$ cat src/rtl/wb_line_master_if.sv
// wb_line_master_if: bundles the line request/response port and the Wishbone
// initiator signals of wb_line_master.
//   req_*  : line request from the refill/writeback engine (valid/ready)
//   rsp_*  : completion back to the engine (valid/ready, data, timeout error)
//   busy_o : initiator not idle
//   wb_*   : classic Wishbone initiator towards the DRAM responder
// Modports: master = the wb_line_master view, slave = the surrounding system.
interface wb_line_master_if #(
  parameter int unsigned WORD_SIZE = 256
);
  logic                 req_valid_i;
  logic                 req_ready_o;
  logic                 req_we_i;
  logic [31:0]          req_addr_i;
  logic [WORD_SIZE-1:0] req_data_i;

  logic                 rsp_valid_o;
  logic                 rsp_ready_i;
  logic [WORD_SIZE-1:0] rsp_data_o;
  logic                 rsp_err_o;

  logic                 busy_o;

  logic                 wb_cyc_o;
  logic                 wb_stb_o;
  logic                 wb_we_o;
  logic [31:0]          wb_addr_o;
  logic [WORD_SIZE-1:0] wb_data_o;
  logic [WORD_SIZE-1:0] wb_data_i;
  logic                 wb_ack_i;

  modport master (
    input  req_valid_i, req_we_i, req_addr_i, req_data_i, rsp_ready_i, wb_data_i, wb_ack_i,
    output req_ready_o, rsp_valid_o, rsp_data_o, rsp_err_o, busy_o,
    output wb_cyc_o, wb_stb_o, wb_we_o, wb_addr_o, wb_data_o
  );

  modport slave (
    output req_valid_i, req_we_i, req_addr_i, req_data_i, rsp_ready_i, wb_data_i, wb_ack_i,
    input  req_ready_o, rsp_valid_o, rsp_data_o, rsp_err_o, busy_o,
    input  wb_cyc_o, wb_stb_o, wb_we_o, wb_addr_o, wb_data_o
  );
endinterface

$ cat src/rtl/wb_line_master.sv
// wb_line_master: moves one WORD_SIZE-bit line per classic Wishbone cycle between
// a local request/response port and the DRAM responder.
// Ports:
//   clk_i   : clock
//   rst_n_i : asynchronous active-low reset
//   bus     : wb_line_master_if.master (request, response, busy and Wishbone signals)
// Every output except req_ready_o and busy_o is a register. The responder holds
// ack high until it sees stb/cyc drop, so acceptance is gated on ack being low;
// ack is otherwise only acted upon in the BUS state.
module wb_line_master #(
  parameter int unsigned WORD_SIZE      = 256,
  parameter int unsigned TIMEOUT_CYCLES = 4096
) (
  input logic              clk_i,
  input logic              rst_n_i,
  wb_line_master_if.master bus
);

  localparam int unsigned CntW      = ($clog2(TIMEOUT_CYCLES + 1) > 0) ?
                                      $clog2(TIMEOUT_CYCLES + 1) : 1;
  localparam bit          TimeoutEn = (TIMEOUT_CYCLES != 0);
  localparam logic [CntW-1:0] CntLast = CntW'(TIMEOUT_CYCLES - 1);
  localparam logic [CntW-1:0] CntMax  = '1;
  localparam logic [31:0]     LineMask = 32'(WORD_SIZE / 8 - 1);

  typedef enum logic [1:0] {StIdle, StBus, StResp} state_e;

  state_e               state_q, state_d;
  logic [CntW-1:0]      cnt_q, cnt_d;
  logic                 cyc_q, cyc_d;
  logic                 we_q, we_d;
  logic [31:0]          addr_q, addr_d;
  logic [WORD_SIZE-1:0] wdata_q, wdata_d;
  logic                 rsp_valid_q, rsp_valid_d;
  logic [WORD_SIZE-1:0] rsp_data_q, rsp_data_d;
  logic                 rsp_err_q, rsp_err_d;

  logic accept;
  logic timeout_hit;

  // A stale, still-held ack from the previous cycle blocks a new accept.
  assign accept      = (state_q == StIdle) && bus.req_valid_i && !bus.wb_ack_i;
  assign timeout_hit = TimeoutEn && (cnt_q == CntLast);

  // State register
  always_ff @(posedge clk_i or negedge rst_n_i) begin
    if (!rst_n_i) begin
      state_q <= StIdle;
    end else begin
      state_q <= state_d;
    end
  end

  // Next-state logic
  always_comb begin
    state_d = state_q;
    unique case (state_q)
      StIdle: if (accept) state_d = StBus;
      StBus:  if (bus.wb_ack_i || timeout_hit) state_d = StResp;
      StResp: if (bus.rsp_ready_i) state_d = StIdle;
      default: state_d = StIdle;
    endcase
  end

  // Output logic: next values of the registered outputs
  always_comb begin
    cnt_d       = cnt_q;
    cyc_d       = cyc_q;
    we_d        = we_q;
    addr_d      = addr_q;
    wdata_d     = wdata_q;
    rsp_valid_d = rsp_valid_q;
    rsp_data_d  = rsp_data_q;
    rsp_err_d   = rsp_err_q;
    unique case (state_q)
      StIdle: begin
        if (accept) begin
          we_d    = bus.req_we_i;
          addr_d  = bus.req_addr_i & ~LineMask;
          wdata_d = bus.req_data_i;
          cyc_d   = 1'b1;
          cnt_d   = '0;
        end
      end
      StBus: begin
        // Saturate so the counter cannot wrap when the timeout is disabled.
        cnt_d = (cnt_q == CntMax) ? cnt_q : cnt_q + CntW'(1);
        // Ack takes priority over a timeout landing in the same cycle.
        if (bus.wb_ack_i) begin
          cyc_d       = 1'b0;
          rsp_data_d  = we_q ? '0 : bus.wb_data_i;
          rsp_err_d   = 1'b0;
          rsp_valid_d = 1'b1;
        end else if (timeout_hit) begin
          cyc_d       = 1'b0;
          rsp_data_d  = '0;
          rsp_err_d   = 1'b1;
          rsp_valid_d = 1'b1;
        end
      end
      StResp: begin
        if (bus.rsp_ready_i) rsp_valid_d = 1'b0;
      end
      default: begin
        cyc_d       = 1'b0;
        rsp_valid_d = 1'b0;
      end
    endcase
  end

  // Registered datapath and outputs
  always_ff @(posedge clk_i or negedge rst_n_i) begin
    if (!rst_n_i) begin
      cnt_q       <= '0;
      cyc_q       <= 1'b0;
      we_q        <= 1'b0;
      addr_q      <= '0;
      wdata_q     <= '0;
      rsp_valid_q <= 1'b0;
      rsp_data_q  <= '0;
      rsp_err_q   <= 1'b0;
    end else begin
      cnt_q       <= cnt_d;
      cyc_q       <= cyc_d;
      we_q        <= we_d;
      addr_q      <= addr_d;
      wdata_q     <= wdata_d;
      rsp_valid_q <= rsp_valid_d;
      rsp_data_q  <= rsp_data_d;
      rsp_err_q   <= rsp_err_d;
    end
  end

  assign bus.req_ready_o = accept || ((state_q == StIdle) && !bus.wb_ack_i);
  assign bus.busy_o      = (state_q != StIdle);
  assign bus.wb_cyc_o    = cyc_q;
  assign bus.wb_stb_o    = cyc_q;
  assign bus.wb_we_o     = we_q;
  assign bus.wb_addr_o   = addr_q;
  assign bus.wb_data_o   = wdata_q;
  assign bus.rsp_valid_o = rsp_valid_q;
  assign bus.rsp_data_o  = rsp_data_q;
  assign bus.rsp_err_o   = rsp_err_q;

`ifndef SYNTHESIS
  // A pending response must not change until it is consumed.
  a_rsp_stable: assert property (@(posedge clk_i) disable iff (!rst_n_i)
    (rsp_valid_q && !bus.rsp_ready_i) |=>
      (rsp_valid_q && $stable(rsp_data_q) && $stable(rsp_err_q)));
  // The bus cycle is only ever open while in BUS.
  a_cyc_in_bus: assert property (@(posedge clk_i) disable iff (!rst_n_i)
    cyc_q |-> (state_q == StBus));
`endif

endmodule
$ cat src/flat_wrapper.sv
// flat-port wrapper written by rule: the top's interface ports become plain ports
module wb_line_master_flat 
#(
  parameter int unsigned WORD_SIZE      = 256,
  parameter int unsigned TIMEOUT_CYCLES = 4096
)
  (clk_i, rst_n_i, bus_req_valid_i, bus_req_we_i, bus_req_addr_i, bus_req_data_i, bus_rsp_ready_i, bus_wb_data_i, bus_wb_ack_i, bus_req_ready_o, bus_rsp_valid_o, bus_rsp_data_o, bus_rsp_err_o, bus_busy_o, bus_wb_cyc_o, bus_wb_stb_o, bus_wb_we_o, bus_wb_addr_o, bus_wb_data_o);
  wb_line_master_if #(.WORD_SIZE(WORD_SIZE)) bus_i ();
  input logic clk_i;
  input logic rst_n_i;
  input wire logic [$bits(bus_i.req_valid_i)-1:0] bus_req_valid_i;
  input wire logic [$bits(bus_i.req_we_i)-1:0] bus_req_we_i;
  input wire logic [$bits(bus_i.req_addr_i)-1:0] bus_req_addr_i;
  input wire logic [$bits(bus_i.req_data_i)-1:0] bus_req_data_i;
  input wire logic [$bits(bus_i.rsp_ready_i)-1:0] bus_rsp_ready_i;
  input wire logic [$bits(bus_i.wb_data_i)-1:0] bus_wb_data_i;
  input wire logic [$bits(bus_i.wb_ack_i)-1:0] bus_wb_ack_i;
  output wire logic [$bits(bus_i.req_ready_o)-1:0] bus_req_ready_o;
  output wire logic [$bits(bus_i.rsp_valid_o)-1:0] bus_rsp_valid_o;
  output wire logic [$bits(bus_i.rsp_data_o)-1:0] bus_rsp_data_o;
  output wire logic [$bits(bus_i.rsp_err_o)-1:0] bus_rsp_err_o;
  output wire logic [$bits(bus_i.busy_o)-1:0] bus_busy_o;
  output wire logic [$bits(bus_i.wb_cyc_o)-1:0] bus_wb_cyc_o;
  output wire logic [$bits(bus_i.wb_stb_o)-1:0] bus_wb_stb_o;
  output wire logic [$bits(bus_i.wb_we_o)-1:0] bus_wb_we_o;
  output wire logic [$bits(bus_i.wb_addr_o)-1:0] bus_wb_addr_o;
  output wire logic [$bits(bus_i.wb_data_o)-1:0] bus_wb_data_o;
  assign bus_i.req_valid_i = bus_req_valid_i;
  assign bus_i.req_we_i = bus_req_we_i;
  assign bus_i.req_addr_i = bus_req_addr_i;
  assign bus_i.req_data_i = bus_req_data_i;
  assign bus_i.rsp_ready_i = bus_rsp_ready_i;
  assign bus_i.wb_data_i = bus_wb_data_i;
  assign bus_i.wb_ack_i = bus_wb_ack_i;
  assign bus_req_ready_o = bus_i.req_ready_o;
  assign bus_rsp_valid_o = bus_i.rsp_valid_o;
  assign bus_rsp_data_o = bus_i.rsp_data_o;
  assign bus_rsp_err_o = bus_i.rsp_err_o;
  assign bus_busy_o = bus_i.busy_o;
  assign bus_wb_cyc_o = bus_i.wb_cyc_o;
  assign bus_wb_stb_o = bus_i.wb_stb_o;
  assign bus_wb_we_o = bus_i.wb_we_o;
  assign bus_wb_addr_o = bus_i.wb_addr_o;
  assign bus_wb_data_o = bus_i.wb_data_o;
  wb_line_master #(.WORD_SIZE(WORD_SIZE), .TIMEOUT_CYCLES(TIMEOUT_CYCLES)) u_core (.clk_i(clk_i), .rst_n_i(rst_n_i), .bus(bus_i));
endmodule
$ cat config.mk
export PLATFORM = sky130hd
export DESIGN_NAME = wb_line_master_flat
export DESIGN_NICKNAME = d
export VERILOG_FILES = /design/src/rtl/wb_line_master_if.sv /design/src/rtl/wb_line_master.sv /design/src/flat_wrapper.sv
export SDC_FILE = /design/constraint.sdc
export NUM_CORES = 1
export LEC_CHECK = 0
export CAP_MARGIN = 20
export CORE_AREA = 2 2 426 428
export DETAILED_ROUTE_END_ITERATION = 10
export DIE_AREA = 0 0 428 430
export GPL_ROUTABILITY_DRIVEN = 0
export GPL_TIMING_DRIVEN = 1
export SKIP_CTS_REPAIR_TIMING = 1
export SYNTH_ARGS = -nofsm -noshare
export SYNTH_HDL_FRONTEND = slang
export SYNTH_SLANG_ARGS = --single-unit
$ cat constraint.sdc
create_clock -name clk_i -period 5.3 [get_ports clk_i]
set_input_delay 0.795 -clock clk_i [delete_from_list [all_inputs] [get_ports clk_i]]
set_output_delay 0.795 -clock clk_i [all_outputs]
set_load 0.03 [all_outputs]
* Yosys cells after proc, flatten, opt, wreduce, memory -nomap -nowiden
Index checks and enable logic that the tools add are counted.
** Storage, ports and cells
- Output and inout bits :: 551
- Register bits after elaboration :: 558
- Input bits :: 550
- Word-level logic and storage cells :: 56
** Cells by class
- Bitwise operators :: 2
- Mux-type cells :: 19
- Reductions and logical operators :: 16
- $add $sub $neg :: 1
- Eq/ne operators :: 9
** Operators with widths (number)
- two-way mux 256 bit :: 3
- two-way mux 13 bit :: 2
- one-hot mux 13 bit (2 select lines) :: 1
- adder 13 x 1 -> 13 bit (second input constant) :: 1
- equality test 13 x 12 -> 1 bit (second input constant) :: 1
- equality test 13 bit (second input constant) :: 1
- AND reduction 3 bit :: 4
- two-way mux 1 bit :: 7
- two-way mux 2 bit :: 3
- one-hot mux 1 bit (3 select lines) :: 2
- one-hot mux 2 bit (3 select lines) :: 1
- nonzero test 2 bit :: 3
- != test 2 x 1 -> 1 bit (second input constant) :: 2
- != test 2 bit (second input constant) :: 2
- AND reduction 2 bit :: 2
- logical AND 1 bit :: 3
- != test 3 x 2 -> 1 bit (second input constant) :: 1
- equality test 2 x 1 -> 1 bit (second input constant) :: 1
- equality test 2 bit (second input constant) :: 1
- zero test 2 bit :: 1
- logical OR 1 bit :: 2
- inverter 1 bit :: 2
- zero test 1 bit :: 1

* Longest topological paths before layout
- Depth in word-level cells :: 5
- Depth in mapped cells :: 8
- Gate-level depth less buffers :: 5

* Least setup slack after synthesis
Ideal clock, no wire load.
- Path type :: input to output
- Start point :: input port bus_wb_ack_i
- End point :: output port bus_req_ready_o
- Arrival time :: 1.447 ns
- Cell stages on the path :: 1
- Path slack :: 3.058 ns
- Buffers on the path :: 0
- Path through :: nor3_1
** Between the ends
- Cells in the longest elaborated chain, start to end :: 3
- Elaborated cells between the ends (all ways) :: 4
** Ends and longest elaborated chain
- from (decl) :: line flat_wrapper.sv:17 : input wire logic [$bits(bus_i.wb_ack_i)-1:0] bus_wb_ack_i;
- zero test 1 bit * :: line wb_line_master.sv:42, wb_line_master.sv:134
- logical AND 1 bit (on tied branches) :: line wb_line_master.sv:42, wb_line_master.sv:134
- logical OR 1 bit * :: line wb_line_master.sv:134 : assign bus.req_ready_o = accept || ((state_q == StIdle) && !bus.wb_ack_i);
- to (decl) :: line flat_wrapper.sv:18 : output wire logic [$bits(bus_i.req_ready_o)-1:0] bus_req_ready_o;
Mark *: on every way between the ends. The rest lies on a longest branch, timed or not.

* Worst setup path in the final report
Ends and elaborated chain as after synthesis.

==> impl_metrics.tcl <==
set metrics [dict create \
    status "complete, no violations" \
    die_height_um 430 \
    power_mw 22.7 \
    routed_wl_um 114000 \
    grt_use_total_pct 12.0 \
    drc_errors 0 \
    grt.overflow.total 0 \
    setup_viol 0 \
    nets 3495 \
    maxSlewHeadroom_pct 24.6 \
    area.growth.synth_to_final_pct 77.7 \
    leakagePower_nw 16.3 \
    cp-start-kind "primary input" \
    r2r_slack_ns 2.48 \
    dp_hpwl_um 89900 \
    grt_pass1_vias 19000 \
    crit_path_end_kind "primary output" \
    synth_cells 1887 \
    io_pins 1101 \
    yosys_warnings 0 \
    antenna_found_initial 52 \
    final_common_cell "clkdlybuf4s50_1" \
    row_count 156 \
    final_antenna_net_count 0 \
    synth_cell_types 42 \
    fmax_mhz 327 \
    top_layer "met5" \
    r2r_cells 6 \
    die_area_um2 184000 \
    wl_met3_um 11200 \
    vias_per_cell 3.44 \
    fillers 19500 \
    arrival_ns 2.27 \
    dr_wl_met2_um 58800 \
    peakVddDrop_mv 0.297 \
    synth-seq-cells 558 \
    synth_area_um2 20600 \
    grt_max_degree 180 \
    htreeDepth 3 \
    p_per_area_nw_per_um2 620 \
    r2r_end "u_core.bus.rsp_data_o[247]" \
    drtPass1Iterations 5 \
    fin_skew_ns 0.0346 \
    critPathMaxFanout 7 \
    clock-sinks 558 \
    cts_max_path_buffers 3 \
    routed-via-count 18500 \
    clkSlewWorstSetupHoldPaths_ns 0.06 \
    drv_slew 0 \
    min_period_ns 3.06 \
    ys_seq_area_share_pct 67.8 \
    fp.dieW_um 428 \
    worst_pin_slew_ns 1.13 \
    core_um2 180000 \
    fin_crit_sh_pct 57.8 \
    cts-root-buf "clkbuf_16" \
    cap_violations 0 \
    drive_above_1_share_pct 4.68 \
    grt_pass1_wl_um 155000 \
    cp.required_ns 4.51 \
    finalSetupTns_ns 0 \
    rsz0062_at_grt "false" \
    final_cell_mix "1,089 x clkdlybuf4s50_1, 865 x nand2_1, 558 x dfrtp_1, 256 x a22o_1, 72 x clkbuf_16" \
    hold_viol_final 0 \
    port_buffers 1090 \
    synth.avg_cell_area_um2 10.9 \
    cts_tree "built" \
    start_util_pct 11.5 \
    timing.rr.start "u_core.cnt_q[0]" \
    drt-initial-drc-count 1008 \
    worstSetupPathType "primary input to primary output" \
    hold_path.class "primary input to async pin" \
    cts_made_buffers 71 \
    detail_route.wl_per_cell_um 21.2 \
    clk_latency_ns 0.67 \
    wl_met1_um 40000 \
]
critical path, cell delays in order:
cell,delay [ns]
clkdlybuf4s50_1,0.55
nor3_1,0.20
clkdlybuf4s50_1,0.72
worst max-delay path by stage:
stage	endpoint	slack, ns	depth (start not counted)	from
2_1_floorplan	bus_req_ready_o	3.06	1	bus_wb_ack_i
3_3_place_gp	u_core.bus.wb_data_o[37]	2.03	5	bus_wb_ack_i
3_5_place_dp	u_core.bus.wb_data_o[35]	2.01	5	bus_wb_ack_i
4_1_cts	bus_req_ready_o	2.22	3	bus_wb_ack_i
5_1_grt	bus_req_ready_o	2.14	3	bus_wb_ack_i
6_report	bus_req_ready_o	2.24	3	bus_wb_ack_i
cells by family after synthesis:
group | count (synthesis) | share of synthesized area, %
buffers and inverters | 136 | 3.29
other | 1 | 0.0182
flip-flops | 558 | 67.8
AO/OA/AOI/OAI | 288 | 11.9
adder cells (fa/ha/maj) | 1 | 0.0607
multiplexers | 1 | 0.0486
AND/OR/NAND/NOR | 902 | 16.9
report_power, final:
part	total [mW]	switching, mW	leakage [nW]	internal (mW)
sequential	7.20	1.20	7.06	6.00
combinational	10.4	6.16	8.05	4.24
clock	5.11	2.04	1.17	3.07
synthesized netlist by cell type:
master / instances / share of area [%]
a211o_1: 2 / 0.085
a21boi_0: 1 / 0.036
a21oi_1: 6 / 0.15
a22o_1: 256 / 11
a2bb2oi_1: 2 / 0.085
a31o_2: 1 / 0.043
a31oi_1: 4 / 0.12
a41o_1: 1 / 0.049
and3_1: 2 / 0.061
and4_1: 3 / 0.13
buf_2: 109 / 2.6
buf_4: 6 / 0.22
buf_6: 1 / 0.055
clkbuf_1: 15 / 0.27
conb_1: 1 / 0.018
dfrtp_1: 558 / 68
ha_1: 1 / 0.061
inv_1: 5 / 0.091
mux2i_1: 1 / 0.049
nand2_1: 865 / 16
nand2_2: 2 / 0.061
nand2b_1: 1 / 0.030
nand3_1: 4 / 0.097
nand4_1: 3 / 0.091
nor2_1: 4 / 0.073
nor2b_1: 1 / 0.030
nor3_1: 7 / 0.17
nor3_2: 1 / 0.049
nor4_1: 3 / 0.091
nor4b_2: 1 / 0.073
o211ai_1: 1 / 0.036
o21a_1: 2 / 0.073
o21ai_0: 6 / 0.15
o21ai_1: 1 / 0.024
o221ai_1: 1 / 0.043
o22a_1: 1 / 0.043
o31ai_1: 2 / 0.073
o41ai_1: 1 / 0.043
or2_2: 1 / 0.030
or3_1: 2 / 0.061
or4_1: 1 / 0.036
or4b_1: 1 / 0.049
stage by stage:
| stage | instances | area (µm²) | util (%) | hold WS (ns) | setup slack, ns |
|---|---|---|---|---|---|
| final | 5380 | 36600 | 20.4 | 0.146 | 2.24 |
| after global routing | 5376 | 36600 | 20.4 | 0.143 | 2.14 |
| after CTS | 5364 | 36600 | 20.3 | 0.143 | 2.22 |
| after detailed placement | 5241 | 34200 | 19.0 | 0.461 | 2.01 |
| after global placement | 5241 | 34200 | 19.0 | 0.460 | 2.03 |
| after floorplan | 1891 | 20600 | - | 0.465 | 3.06 |
state kept, by name (all words and copies together), names as in the netlist:
register,count
u_core.bus.rsp_err_o,1
u_core.bus.wb_cyc_o,1
u_core.bus.wb_data_o,256
u_core.state_q,2
u_core.cnt_q,13
u_core.bus.wb_addr_o,27
u_core.bus.wb_we_o,1
u_core.bus.rsp_valid_o,1
u_core.bus.rsp_data_o,256
metal layers:
layer	global-route usage [%]	up-vias
met2	21.0	826
li1	-	8383
met1	12.3	9071
met4	5.69	6
met5	0	-
met3	5.18	196
final cells by class:
type / count / area [µm²] / share of cell area (%)
Clock buffer: 89 / 1920 / 5.23
Inverter: 5 / 18.8 / 0.0513
Clock inverter: 34 / 495 / 1.35
Tap cell: 2370 / 2970 / 8.10
Sequential cell: 558 / 14000 / 38.1
Multi-Input combinational cell: 1197 / 6010 / 16.4
Antenna cell: 16 / 40.0 / 0.109
Timing Repair Buffer: 1111 / 11200 / 30.6
Power figures use the tool's default switching activity.
==> RTL change, RTL diff (config.mk and constraints unchanged) <==
Take the reset off `addr_q` and load it in a clocked block of its own.
--- a/src/rtl/wb_line_master.sv
+++ b/src/rtl/wb_line_master.sv
@@ -114,7 +114,6 @@
       cnt_q       <= '0;
       cyc_q       <= 1'b0;
       we_q        <= 1'b0;
-      addr_q      <= '0;
       wdata_q     <= '0;
       rsp_valid_q <= 1'b0;
       rsp_data_q  <= '0;
@@ -123,12 +122,15 @@
       cnt_q       <= cnt_d;
       cyc_q       <= cyc_d;
       we_q        <= we_d;
-      addr_q      <= addr_d;
       wdata_q     <= wdata_d;
       rsp_valid_q <= rsp_valid_d;
       rsp_data_q  <= rsp_data_d;
       rsp_err_q   <= rsp_err_d;
     end
+  end
+
+  always_ff @(posedge clk_i) begin
+    addr_q <= addr_d;
   end
 
   assign bus.req_ready_o = accept || ((state_q == StIdle) && !bus.wb_ack_i);
Function: changed (a bounded check fails within 4 cycles, from zero or initial values and one cycle with rst_n_i low).
==> RTL change against the original RTL <==
Worst setup slack got worse by 0.22 ns. Non-clock buffer count rose by 9. Synthesized area decreased by 1.2%. Cell area decreased by 0.13%. Critical endpoint unchanged. Sequential share of layout area is 0.42 points higher. Power down 0.90%. Critical path type unchanged. Critical path depth stayed put. Largest power group unchanged. Sequential cell count unchanged. Wire length down 0.65%.
==> RTL change: results (changes against the original RTL) <==
RESULT_OF_THE_RUN='complete, no violations'
DETAILEDPLACE.WORSTSLACK_NS=1.30  # -0.706 ns
SLEW_HEADROOM_PCT=17.4  # -7.1 points
ROUTED_WIRELENGTH_UM=114000  # -0.65%
VIAS=18242  # -1.3%
SWITCHING_SHARE_PCT=41.6  # +0.18 points
CTS_BUFFERS=72  # +1.4%
ROUTEDWLPERCELL_UM=21.4  # +0.93%
WIRE_LENGTH_OF_THE_FIRST_GLOBAL_ROUTING_PASS_UM=155000  # about the same
WORST_R2R_PATH_DEPTH=6  # unchanged
STATIC-LEAKAGE-POWER_nW=16.1  # -1.4%
GRT_PASS1_VIAS=18669  # -1.6%
VDD_IR_DROP_MAX_mV=0.280  # -5.7%
DRT-INITIAL-DRC-COUNT=1268  # +26%
POST_SYNTH_EDFFS=27  # +27
FIN_SKEW_NS=0.0250  # -0.00961 ns
CRITICAL_PATH_START='bus_wb_ack_i'
CRIT_PATH_MAX_FANOUT=6  # -1
SYNTH-SEQ-AREA-SHARE_PCT=69.2  # +1.5 points
WORST-R2R-SETUP-SLACK_NS=2.25  # -0.23 ns
SYNTH_TOP_CELLS_BY_COUNT='sky130_fd_sc_hd__nand2_1, sky130_fd_sc_hd__dfrtp_1, sky130_fd_sc_hd__a22o_1'
GRT_UTIL_ALL_LAYERS_PCT=11.9  # -0.098 points
LAYOUT-DRIVE-GT1-SHARE_PCT=5.38  # +0.70 points
DPL.HPWL_UM=89200  # -0.73%
FINAL_NET_COUNT=3417  # -2.2%
FIRSTDRTPASSITERS=5  # unchanged
GRT_ANTENNA_BEFORE_REPAIR=31  # -40%
NETLIST_INSTANCES=1791  # -5.1%
WORSTPATHARRIVAL_NS=2.49  # +0.22 ns
WORST_SETUP_PATH_ENDPOINT='bus_req_ready_o'
SYNTH_ASYNC_SR_FLOP_SHARE_PCT=95.2  # -4.8 points
H_TREE_LEVEL_COUNT=3  # unchanged
CTS_MAX_PATH_BUFFERS=3  # unchanged
PLACE.DETAILED.INSTANCES=5162  # -1.5%
GRT_START_MAX_NET_PINS=160  # -11%
FINALHOLDWORSTSLACK_NS=0.0202  # -0.125 ns
CRIT-REG2REG-LAUNCH='u_core.state_q[0]$_DFFE_PN0P_'
TIMING.RR.END='u_core.bus.wb_data_o[57]$_DFFE_PN0P_'
FINALWORSTSETUPSLACK_NS=2.02  # -0.220 ns
ANT_NETS=0  # unchanged
NETLIST_TOP_CELLS_AREA='sky130_fd_sc_hd__dfrtp_1, sky130_fd_sc_hd__nand2_1, sky130_fd_sc_hd__a22o_1, sky130_fd_sc_hd__edfxtp_1, sky130_fd_sc_hd__buf_2'
INSERTION_DELAY_NS=0.68
DETAILED_PLACE.AREA_UM2=34100  # -0.19%
CLK_PIN_SLEW_WORST_PATHS_NS=0.06  # about the same
SYNTH.DISTINCT_CELLS=48  # +14%
RTL change: changes by cell type in the layout (fill, tap and decap cells not counted), sizes merged, moves of 3 or more:
cell / before / now
buf: 22 / 31
bufinv: 10 / 6
clkbuf: 89 / 100
clkinvlp: 5 / 1
dfrtp: 558 / 531
diode: 16 / 7
edfxtp: 0 / 27
nand2: 867 / 783
nand3: 4 / 7
nor3: 8 / 4
RTL change: cell families after synthesis:
logic type	after synthesis	synth area share (%)
adder cells (fa/ha/maj)	1	0.0614
flip-flops	558	69.2
buffers and inverters	127	2.96
AND/OR/NAND/NOR	815	15.6
AO/OA/AOI/OAI	288	12.1
multiplexers	1	0.0553
other	1	0.0184
RTL change: layout make-up:
cell class              count  area, µm²
fillers                 19430     143000
flip-flops and latches    558      14100
repair buffers           1120      11300
multi-input cells        1110       5700
well taps                2370       2970
clock buffers             100       2050
clock inverters            27        400
inverters                   4       22.5
diodes                      7       17.5
RTL change: per-layer routing:
metal	GRT usage, %	vias to the layer above	share of wire (%)
li1	-	8139	-
met1	13.6	9097	38
met2	19.0	821	47
met3	5.85	175	11
met4	4.92	10	3.8
met5	0	-	0.061
RTL change: worst max-delay path: stages:
cell and delay (ns):
sky130_fd_sc_hd__clkdlybuf4s50_1 0.53, sky130_fd_sc_hd__nor3_1 0.38, sky130_fd_sc_hd__clkdlybuf4s50_1 0.78
RTL change: power by group through the flow:
stage / Combinational [mW] / Sequential, mW / Clock (mW)
after detailed placement: 10.2 / 7.25 / 0
final: 10.1 / 7.26 / 5.14
after global routing: 10.6 / 7.43 / 5.50
after global placement: 10.2 / 7.21 / 0
after floorplan: 1.67 / 10.3 / 0
after CTS: 10.3 / 7.22 / 5.34
